[src/rtl/seg_ctrl_pkg.sv]
// Shared types and constants for the single-digit 7-segment controller.
package seg_ctrl_pkg;

    typedef enum logic [1:0] {
        ModeIdle = 2'b00,
        ModeRun  = 2'b01,
        ModeSet  = 2'b10
    } mode_e;

    // Segment patterns {g,f,e,d,c,b,a}, active high, indexed by hex digit.
    localparam logic [6:0] SEG_LUT [16] = '{
        7'h3F, 7'h06, 7'h5B, 7'h4F, 7'h66, 7'h6D, 7'h7D, 7'h07,
        7'h7F, 7'h6F, 7'h77, 7'h7C, 7'h39, 7'h5E, 7'h79, 7'h71
    };

    // Bits needed for a counter running 0..n-1.
    function automatic int unsigned cnt_width(input int unsigned n);
        return (n <= 2) ? 1 : $clog2(n);
    endfunction

endpackage

[src/rtl/seg_digit_ctrl_if.sv]
// Key inputs and display outputs of the digit controller.
interface seg_digit_ctrl_if;

    logic       key_mode_i;
    logic       key_add_i;
    logic [6:0] segment_o;
    logic [3:0] digit_o;
    logic [1:0] mode_o;
    logic       dp_o;

    modport master (
        output key_mode_i,
        output key_add_i,
        input  segment_o,
        input  digit_o,
        input  mode_o,
        input  dp_o
    );

    modport slave (
        input  key_mode_i,
        input  key_add_i,
        output segment_o,
        output digit_o,
        output mode_o,
        output dp_o
    );

endinterface

[src/rtl/key_debounce.sv]
// Two-flop synchroniser, stability-count debouncer and one-cycle press pulse.
module key_debounce
    import seg_ctrl_pkg::*;
#(
    parameter int unsigned DEBOUNCE_CYCLES = 16
) (
    input  logic clk,
    input  logic rst,
    input  logic key,
    output logic pulse
);

    localparam int unsigned CntW = cnt_width(DEBOUNCE_CYCLES);
    localparam logic [CntW-1:0] CntMax = CntW'(DEBOUNCE_CYCLES - 1);

    logic            sync1_q, sync2_q;
    logic            level_q, level_d;
    logic            pulse_q, pulse_d;
    logic [CntW-1:0] cnt_q, cnt_d;

    always_ff @(posedge clk or posedge rst) begin
        if (rst) begin
            sync1_q <= 1'b0;
            sync2_q <= 1'b0;
            level_q <= 1'b0;
            cnt_q   <= '0;
            pulse_q <= 1'b0;
        end else begin
            sync1_q <= key;
            sync2_q <= sync1_q;
            level_q <= level_d;
            cnt_q   <= cnt_d;
            pulse_q <= pulse_d;
        end
    end

    // The counter only survives while the synced level disagrees with the accepted one.
    always_comb begin
        level_d = level_q;
        cnt_d   = '0;
        pulse_d = 1'b0;
        if (sync2_q != level_q) begin
            if (cnt_q == CntMax) begin
                level_d = ~level_q;
                pulse_d = ~level_q;
            end else begin
                cnt_d = cnt_q + 1'b1;
            end
        end
    end

    assign pulse = pulse_q;

endmodule

[src/rtl/seg_digit_ctrl.sv]
// Digit controller: mode FSM, auto-count prescaler and displayed digit register.
module seg_digit_ctrl
    import seg_ctrl_pkg::*;
#(
    parameter int unsigned DEBOUNCE_CYCLES = 16,
    parameter int unsigned TICK_DIV        = 1000
) (
    input logic              clk,
    input logic              rst,
    seg_digit_ctrl_if.slave  bus
);

    localparam int unsigned TickW = cnt_width(TICK_DIV);
    localparam logic [TickW-1:0] TickMax = TickW'(TICK_DIV - 1);

    logic             mode_pulse, add_pulse;
    mode_e            mode_q, mode_d;
    logic [3:0]       digit_q, digit_d;
    logic [TickW-1:0] presc_q, presc_d;

    key_debounce #(
        .DEBOUNCE_CYCLES(DEBOUNCE_CYCLES)
    ) u_key_mode (
        .clk  (clk),
        .rst  (rst),
        .key  (bus.key_mode_i),
        .pulse(mode_pulse)
    );

    key_debounce #(
        .DEBOUNCE_CYCLES(DEBOUNCE_CYCLES)
    ) u_key_add (
        .clk  (clk),
        .rst  (rst),
        .key  (bus.key_add_i),
        .pulse(add_pulse)
    );

    always_ff @(posedge clk or posedge rst) begin
        if (rst) begin
            mode_q  <= ModeIdle;
            digit_q <= 4'd0;
            presc_q <= '0;
        end else begin
            mode_q  <= mode_d;
            digit_q <= digit_d;
            presc_q <= presc_d;
        end
    end

    // A mode press always takes priority over an add press in the same cycle.
    always_comb begin
        mode_d  = mode_q;
        digit_d = digit_q;
        presc_d = '0;
        unique case (mode_q)
            ModeIdle: begin
                if (mode_pulse) begin
                    mode_d = ModeRun;
                end
            end
            ModeRun: begin
                if (mode_pulse) begin
                    mode_d = ModeSet;
                end else if (add_pulse) begin
                    digit_d = 4'd0;
                end else if (presc_q == TickMax) begin
                    digit_d = digit_q + 4'd1;
                end else begin
                    presc_d = presc_q + 1'b1;
                end
            end
            ModeSet: begin
                if (mode_pulse) begin
                    mode_d = ModeIdle;
                end else if (add_pulse) begin
                    digit_d = digit_q + 4'd1;
                end
            end
            default: begin
                mode_d = ModeIdle;
            end
        endcase
    end

    assign bus.digit_o   = digit_q;
    assign bus.mode_o    = mode_q;
    assign bus.segment_o = SEG_LUT[digit_q];
    assign bus.dp_o      = (mode_q == ModeSet);

endmodule

[src/flat_wrapper.sv]
// flat-port wrapper written by rule: the top's interface ports become plain ports
module seg_digit_ctrl_flat import seg_ctrl_pkg::*;
#(
    parameter int unsigned DEBOUNCE_CYCLES = 16,
    parameter int unsigned TICK_DIV        = 1000
)
  (clk, rst, bus_key_mode_i, bus_key_add_i, bus_segment_o, bus_digit_o, bus_mode_o, bus_dp_o);
  seg_digit_ctrl_if bus_i ();
  input logic clk;
  input logic rst;
  input wire logic [$bits(bus_i.key_mode_i)-1:0] bus_key_mode_i;
  input wire logic [$bits(bus_i.key_add_i)-1:0] bus_key_add_i;
  output wire logic [$bits(bus_i.segment_o)-1:0] bus_segment_o;
  output wire logic [$bits(bus_i.digit_o)-1:0] bus_digit_o;
  output wire logic [$bits(bus_i.mode_o)-1:0] bus_mode_o;
  output wire logic [$bits(bus_i.dp_o)-1:0] bus_dp_o;
  assign bus_i.key_mode_i = bus_key_mode_i;
  assign bus_i.key_add_i = bus_key_add_i;
  assign bus_segment_o = bus_i.segment_o;
  assign bus_digit_o = bus_i.digit_o;
  assign bus_mode_o = bus_i.mode_o;
  assign bus_dp_o = bus_i.dp_o;
  seg_digit_ctrl #(.DEBOUNCE_CYCLES(DEBOUNCE_CYCLES), .TICK_DIV(TICK_DIV)) u_core (.clk(clk), .rst(rst), .bus(bus_i));
endmodule
[config.mk]
export PLATFORM = sky130hd
export DESIGN_NAME = seg_digit_ctrl_flat
export DESIGN_NICKNAME = d
export VERILOG_FILES = /design/src/rtl/seg_ctrl_pkg.sv /design/src/rtl/seg_digit_ctrl_if.sv /design/src/rtl/key_debounce.sv /design/src/rtl/seg_digit_ctrl.sv /design/src/flat_wrapper.sv
export SDC_FILE = /design/constraint.sdc
export NUM_CORES = 1
export LEC_CHECK = 0
export ABC_CLOCK_PERIOD_IN_PS = 1850
export CELL_PAD_IN_SITES_DETAIL_PLACEMENT = 0
export CELL_PAD_IN_SITES_GLOBAL_PLACEMENT = 1
export CORE_UTILIZATION = 25
export CTS_CLUSTER_SIZE = 24
export DETAILED_ROUTE_END_ITERATION = 12
export PLACE_DENSITY_LB_ADDON = 0.1
export SLEW_MARGIN = 20
export SYNTH_ARGS = -nofsm -noshare
export SYNTH_HDL_FRONTEND = slang
export SYNTH_HIERARCHICAL = 1
export SYNTH_SLANG_ARGS = --single-unit
[constraint.sdc]
create_clock -name clk -period 1.85 [get_ports clk]
set_input_delay 0.37 -clock clk [delete_from_list [all_inputs] [get_ports clk]]
set_output_delay 0.37 -clock clk [all_outputs]
set_load 0.01 [all_outputs]
* After elaboration in Yosys (flattened, before gate mapping) *
Memory sizes are Yosys's and may differ from the RTL's.
Cells that the tools add are included.

cells by class
  eq/ne operators = 14
  bitwise gates (word level) = 3
  $lt $le $gt $ge = 1
  add/sub/neg operators = 4
  reductions and logical operators = 6
  multiplexer cells = 24

operators with widths
  cell                                                                      number
  10-bit two-way mux                                                        4
  4-bit two-way mux                                                         9
  7-bit two-way mux                                                         2
  4-bit by 1-bit adder with 4-bit output (second input constant)            3
  10-bit by 1-bit adder with 10-bit output (second input constant)          1
  10-bit == test (second input constant)                                    1
  4-bit == test (second input constant)                                     2
  2-bit inequality test (second input constant)                             4
  4-bit case mux with 2 select lines                                        1
  2-bit two-way mux                                                         3
  2-bit case mux with 3 select lines                                        1
  5-bit greater-or-equal comparator (second input constant)                 1
  4-bit NOT with 5-bit output                                               1
  5-bit AND reduction                                                       1
  1-bit two-way mux                                                         4
  2-bit by 1-bit inequality test with 1-bit output (second input constant)  2
  2-bit AND reduction                                                       2
  3-bit by 2-bit inequality test with 1-bit output (second input constant)  1
  3-bit AND reduction                                                       1
  2-bit by 1-bit == test with 1-bit output (second input constant)          1
  2-bit == test (second input constant)                                     1
  2-bit logical NOT                                                         1
  1-bit inequality test                                                     2
  1-bit NOT                                                                 2
  2-bit nonzero test                                                        1

storage, ports and cells
  word-level logic and storage cells = 66
  memories = 1
  output and inout port bits = 14
  bits of input ports = 4
  flip-flop bits (word level) = 32
  ROM bits = 112

memory list
  name              depth  width  read ports  clocked after Yosys merged registers in  write ports  RTL line              text
  (name not given)  16     7      1           0                                        0            seg_digit_ctrl.sv:88  assign bus.segment_o = SEG_LUT[digit_q];

* Longest topological paths before layout *
Gate-level depths: netlist of the first run.

  depth in word-level cells = 5
  mapped depth = 6
  gate-level depth less buffers = 6

* Modules after synthesis *
The synthesis of the first run kept the hierarchy.

by module, submodules not included
  module          seq. area each (µm²)  instances  area each (µm²)  cells an instance
  seg_digit_ctrl  400.4                 1          1,133.6          121
  key_debounce    200.2                 2          306.5            21

* Least setup slack after synthesis of the first run *
No wires, ideal clock.

  path type = register -> output
  start point = register u_core.digit_q[0], in the netlist u_core/bus.digit_o[0]
  end point = output bus_segment_o[3]
  required time = 1.480 ns
  setup slack = -0.010 ns
  arrival = 1.490 ns
  cell stages (with the launch flop) = 6
  path buffers = 0
  cell sequence = dfrtp_1 > inv_1 > ha_1 > inv_1 > mux4_2 > inv_1

on the way
  word-level cells in the longest chain between the ends = 4

ends and longest elaborated chain
  element                                               RTL line              text
  from (decl)                                           seg_digit_ctrl.sv:18  logic [3:0] digit_q, digit_d;
  from (signal assigned)                                seg_digit_ctrl.sv:46  digit_q <= digit_d;
  4-bit NOT with 5-bit output (implied by the code)     seg_digit_ctrl.sv:88
  memory read 16 x 7 bit                                n/a
  7-bit two-way mux (implied by the code) (2 in a row)  seg_digit_ctrl.sv:88
  to (decl)                                             flat_wrapper.sv:13    output wire logic [$bits(bus_i.segment_o)-1:0] bus_segment_o;

Every way passes these cells. The select of a mux whose other input is x is not followed.

* Worst setup path after layout of the first run *
Same ends and word-level chain as after synthesis.

==> results of run 1 <==
-- registers in the layout, indices dropped and copies added, names as in the netlist --
signal                     count
u_core/presc_q                10
u_core/u_key_mode/level_q      1
u_core/bus.digit_o             4
u_core/u_key_mode/cnt_q        4
u_core/u_key_mode/sync1_q      1
u_core/u_key_add/sync2_q       1
u_core/u_key_add/pulse         1
u_core/u_key_add/cnt_q         4
u_core/bus.mode_o              2
u_core/u_key_add/level_q       1
u_core/u_key_mode/sync2_q      1
u_core/u_key_add/sync1_q       1
u_core/u_key_mode/pulse        1
-- per-layer routing --
metal | part of all wire [%] | wire length (um) | up-vias
met5 | 0 | 0 | -
li1 | - | - | 652
met4 | 1.1 | 42 | 0
met3 | 3.0 | 110 | 4
met2 | 52 | 1910 | 14
met1 | 44 | 1600 | 646
-- worst reg2reg max path: stages, from the launching register on --
cell      delay [ns]
dfrtp_1         0.38
ha_1            0.19
nand4b_1        0.21
nor4b_4         0.38
o21ai_2         0.15
mux2_4          0.31
-- Yosys cell counts, drive strengths merged --
library cell  number
a21o               2
a21oi              3
a22oi              2
a311oi             2
a31oi              2
and3               1
clkbuf             2
dfrtp             32
ha                16
inv               13
mux2               6
mux4               1
nand2              9
nand2b             1
nand3              6
nand3b             1
nand4b             1
nor2              22
nor2b              5
nor3               4
nor3b              4
nor4               1
nor4b              1
o21a               1
o21ai              5
o221ai             2
o22ai              1
o2bb2ai            2
o32a               1
or3                1
or3b               1
xnor2             10
xor2               2
-- path summary, 6_finish.rpt --
check                                    startpoint                       end  slack, ns  cells past startpoint
max                           u_core/bus.digit_o[0]          bus_segment_o[3]      -0.20                      5
min                        u_core/u_key_add/sync1_q  u_core/u_key_add/sync2_q       0.35                      0
max reg2reg                       u_core/presc_q[1]     u_core/bus.digit_o[1]       0.11                      5
min reg2reg                u_core/u_key_add/sync1_q  u_core/u_key_add/sync2_q       0.35                      0
max in group asynchronous                       rst     u_core/bus.digit_o[2]       1.18                      3
min in group asynchronous                       rst  u_core/u_key_add/level_q       0.38                      2
-- metrics by stage --
step	setup TNS, ns	cells
after CTS	-0.675	289
after floorplan	0	163
after global placement	-1.24	278
after detailed placement	-1.53	278
after global routing	-0.990	289
final	-0.483	289
-- area by class of cell --
cell class | count | area, sq um | share of cell area, %
flip-flops and latches | 32 | 805 | 35.0
well taps | 80 | 100 | 4.35
inverters | 13 | 51.3 | 2.23
repair buffers | 40 | 325 | 14.1
clock inverters | 3 | 18.8 | 0.816
clock buffers | 5 | 68.8 | 2.99
multi-input cells | 116 | 932 | 40.5
-- what timing repair did --
| action | CTS | global route |
|---|---|---|
| hold buffers | 0 | 0 |
| gates resized for setup | 47 | 8 |
| setup buffers | 3 | 0 |
| setup endpoints to repair | 8 | 10 |
| pin swaps | 2 | 3 |
-- power breakdown --
part / switching [uW] / internal [uW]
Sequential: 113 / 809
Combinational: 891 / 1030
Clock: 276 / 262
-- kinds of logic (layout without fill, tap and decap cells) --
family	after synthesis	after routing	synth area share, %
buffers and inverters	15	61	3.22
adders and majority gates	16	16	11.5
AOI/OAI and AO/OA	23	23	9.31
and+or+nand+nor	58	58	18.1
xor gates and xnor gates	12	12	6.02
DFF	32	32	45.8
muxes	7	7	6.02
==> metrics, run 1 <==
status=finished with violations; failing checks=negative setup slack; Layout Nets=approximately 230; I/O Buffers=17; final hold vios=0; worst slew pin tran=about 0.4 ns; Unique masters post-synth=36; die area=7320 sq um; final worst slack=-0.196 ns; Synth area leaders=dfrtp_1, ha_1, xnor2_1; Post-Route Skew=0.00642 ns; Period Utilization, post-route=111%; flops & latches, synth=32; Starting Density=25.9%; crit path DAT=roughly 1.7 ns; 1st-iter DRT viols=33; Max-Cap Viols=0; Fill cells=699; clk_lat worst skew=~0.28 ns; CP Class=register to primary output; area delta synth->final=31.7%; share of cells above drive strength 1=a little under a third; Mapped Nets=between 150 and 200; CP endpoint kind=primary output; Final Setup Violations=6; routability cong.=between 0.7 and 0.8; number of vias per cell=4.55; maximum clock rate=a little under 500 MHz; largest net degree at the start of global routing=17; Num CTS Buffers=5; dpl cell area=roughly 2200 sq um; Syn Inst Count=163; Residual DRC=0; DP Wirelength=~2.8 mm; Top Usage Layer GRT=met2; first-pass GRT wire length=6.18 mm; CTS tree=built; initial antenna violation count=0; drt wl/cell=12.7 um; num rows=30; Die H=85.6 um; cell area power density=1470 nW/um^2; Synth Warn #=6; commonest cells after routing, fill and taps aside=dfrtp_1, nor2_1, buf_4, ha_1, xnor2_1; clk root buf=clkbuf_8; Tmin final=2.05 ns; number of global-route vias before repair=around 1.4k; Design Power=roughly 3400 uW; DR vias=~1.3k; worst stage delay on the critical path=~0.48 ns; H-tree levels=2; Lkg Pwr=0.00103 uW; CTS clk-pin slew, worst paths=about 0.070 ns; Setup crit start kind=register; RSZ-0062 raised after global routing=true; VDD IR max=approximately 490 uV; post-layout util=between 30% and 40%; Max clock buf depth=2; WP data required=1.48 ns; sequential fraction of the synthesis area=~46%; most common cell after layout, fill and taps aside=dfrtp_1; Crit path max-delay family=multiplexers; core area=6760 sq um; CP max-delay cell=mux4_2; met3 Resource Use GR=2.50%; Synth top area share=around 46%; met2 Use GR=between 15 and 20%; Worst Path Max Fanout=4; CP bufs+invs=3; I/O pins=18; Slew Limit Headroom=around three quarters; hold crit path type=register to register; Final Slew Violations=0; GR Util met1=12.4%; Mapped Avg Cell Area=10.7 sq um; TritonRoute pass-1 iters=5; all-layer global routing usage=approximately 11%; Detail Route Antenna Nets=0; clock tree sinks=32; CP Cell Sequence=buf_6, ha_2, mux4_2, inv_2, buf_6; hold_ws=~0.35 ns; final WL=between 3 and 4 mm; Syn Std Cell Area=between 1500 and 2000 sq um; GR Overflow Total=0; dominant cell type by area after synthesis=dfrtp_1; cell mode on critical path=buf_6; final instance area=roughly 2300 sq um; Die X=85.6 um; ANT cells=0; Place WS=-0.377 ns
Note: power is estimated with default switching activity, not from simulation.
==> inputs of run 2 (changes only) <==
--- a/config.mk
+++ b/config.mk
@@ -9,8 +9,8 @@
 export CELL_PAD_IN_SITES_DETAIL_PLACEMENT = 0
 export CELL_PAD_IN_SITES_GLOBAL_PLACEMENT = 1
 export CORE_UTILIZATION = 25
-export CTS_CLUSTER_SIZE = 24
 export DETAILED_ROUTE_END_ITERATION = 12
+export MAX_ROUTING_LAYER = met4
 export PLACE_DENSITY_LB_ADDON = 0.1
 export SLEW_MARGIN = 20
 export SYNTH_ARGS = -nofsm -noshare
==> constraint.sdc (replaced) <==
create_clock -name clk -period 1.85 [get_ports clk]
set_input_delay 0.37 -clock clk [delete_from_list [all_inputs] [get_ports clk]]
set_output_delay 0.37 -clock clk [all_outputs]
set_load 0.005 [all_outputs]
==> run 2 against run 1 <==
Against the previous run:
- the run still ends with negative setup slack left
- hold slack gained 0.0041 ns
- cell count increased by 1.7%
- sequential cell count unchanged
- non-clock buffer count rose by 5
- design area up 4.0%
- power grew 4.9%
- sequential power hardly changed
- core utilization up 1.4 points
- critical path type unchanged
- highest routed layer unchanged
==> metrics, run 2 (same netlist as run 1, synthesis figures left out) <==
GR Overflow Total=0 (unchanged); die area=7320 sq um (unchanged); Starting Density=25.9% (unchanged); CTS tree=built; Max-Cap Viols=0 (unchanged); Layout Nets=233 (+2.2%); num rows=30 (unchanged); most common cell after layout, fill and taps aside=dfrtp_1; CP endpoint kind=primary output; Max clock buf depth=2 (unchanged); TritonRoute pass-1 iters=4 (-1); final hold vios=0 (unchanged); maximum clock rate=493 MHz (+0.88%); CTS clk-pin slew, worst paths=0.07 ns (about the same); all-layer global routing usage=11.5% (+0.72 points); reg-to-reg critical path startpoint=u_core/presc_q[0]; I/O pins=18 (unchanged); P_sw=1270 uW (-0.42%); DP Wirelength=2.76 mm (about the same); number of global-route vias before repair=1416 (+3.4%); cell area power density=1480 nW/um^2 (+0.90%); Reg power frac=25.9% (-1.3 points); Final Slew Violations=0 (unchanged); Largest Register=u_core/presc_q; crit path DAT=1.66 ns (-0.02 ns); CP startpoint=u_core/bus.digit_o[0]; 1st-iter DRT viols=17 (-48%); non-filler cells, final=294 (+1.7%); core area=6760 sq um (unchanged); Slew Limit Headroom=73.9% (+0.68 points); Clk pwr share=15.9% (about the same); DR vias=1346 (+2.3%); RSZ-0062 raised after global routing=true; commonest cells after routing, fill and taps aside=dfrtp_1, buf_4, nor2_1; clock tree sinks=32 (unchanged); Period Utilization, post-route=110% (-0.97 points); Sw Ratio=35.9% (-1.9 points); Num CTS Buffers=5 (unchanged); post-route setup TNS=-0.448 ns (+0.0358 ns); first-pass GRT wire length=6.44 mm (+4.1%); Die X=85.6 um (unchanged); Worst Path Max Fanout=3 (-1); final WL=3.71 mm (+1.3%); WP data required=1.48 ns (about the same); share of cells above drive strength 1=34.1% (+2.5 points); final worst slack=-0.178 ns (+0.0179 ns); worst slew pin tran=0.390 ns (-0.0101 ns); Comb pwr share=58.1% (+1.2 points); Setup crit start kind=register; H-tree levels=2 (unchanged); Hold Crit Start=u_core/u_key_add/sync1_q; routability cong.=0.745 (+4.1%); drt wl/cell=12.6 um (-0.47%); post-layout util=35.4% (+1.4 points); Residual DRC=0 (unchanged); hold crit path type=register to register; max reg flops=10 (unchanged); failing checks=negative setup slack; area delta synth->final=37.0%; Detail Route Antenna Nets=0 (unchanged); P_int=2270 uW (+8.2%); Lkg Pwr=0.00106 uW (+2.5%); Die H=85.6 um (unchanged); Tmin final=2.03 ns (-0.0179 ns); CP Class=register to primary output; clk root buf=clkbuf_8; number of vias per cell=4.58 (+0.54%); clk_lat worst skew=0.28 ns (about the same); status=finished with violations; initial antenna violation count=0 (unchanged); Placed Cells=281 (+1.1%); Post-Route Skew=0.00291 ns (-0.00351 ns); largest net degree at the start of global routing=17 (unchanged); VDD IR max=519 uV (+5.3%); I/O Buffers=17 (unchanged); ANT cells=0 (unchanged); Final Setup Violations=6 (unchanged)
run 2: layout make-up:
cell class | instances | area, sq um
Fill cell | 694 | 4360
Multi-Input combinational cell | 116 | 980
Sequential cell | 32 | 803
Timing Repair Buffer | 45 | 364
Tap cell | 80 | 100
Clock buffer | 7 | 86.3
Inverter | 13 | 51.3
Clock inverter | 1 | 7.51
run 2: what timing repair did:
item / CTS / global route
pin swaps: 5 / 5
setup buffers: 2 / 3
hold buffers: 0 / 0
setup endpoints to repair: 9 / 8
resized for setup: 52 / 10
run 2: worst paths after layout:
path / to / slack, ns / depth (start not counted)
setup / recovery: bus_segment_o[3] / -0.18 / 6
hold / removal: u_core/u_key_add/sync2_q / 0.35 / 0
setup reg to reg: u_core/bus.digit_o[3] / 0.15 / 6
hold reg to reg: u_core/u_key_add/sync2_q / 0.35 / 0
max in group asynchronous: u_core/bus.digit_o[2] / 1.18 / 3
min in group asynchronous: u_core/u_key_add/sync2_q / 0.39 / 2
run 2: metal layers:
layer / track usage (%) / up-vias / share of wire (%)
met5: - / - / 0
met4: 4.09 / 0 / 1.5
met3: 2.89 / 6 / 2.8
met2: 21.5 / 19 / 54
met1: 11.5 / 659 / 42
li1: - / 662 / -
run 2: stage by stage:
step,worst slack (ns),power [uW],hold slack (ns),instance area (sq um)
after floorplan,0.0635,1780,0.186,1750
after global placement,-0.266,2710,0.339,2180
after detailed placement,-0.309,2750,0.337,2180
after CTS,-0.194,3400,0.360,2330
after global routing,-0.241,3830,0.367,2390
final,-0.178,3550,0.355,2390
run 2: worst max-delay path, cell delays in order (launching register included):
cell     delay [ns]
dfrtp_1        0.39
inv_2          0.08
ha_4           0.27
inv_4          0.03
mux4_2         0.45
inv_2          0.06
buf_2          0.10
run 2: power groups by stage:
| stage | sequential (uW) | combinational, uW | clock (uW) |
|---|---|---|---|
| 4_1_cts | 915 | 1900 | 587 |
| 2_1_floorplan | 937 | 842 | 0 |
| 6_report | 921 | 2060 | 565 |
| 3_5_place_dp | 917 | 1830 | 0 |
| 5_1_grt | 936 | 2270 | 628 |
| 3_3_place_gp | 911 | 1800 | 0 |
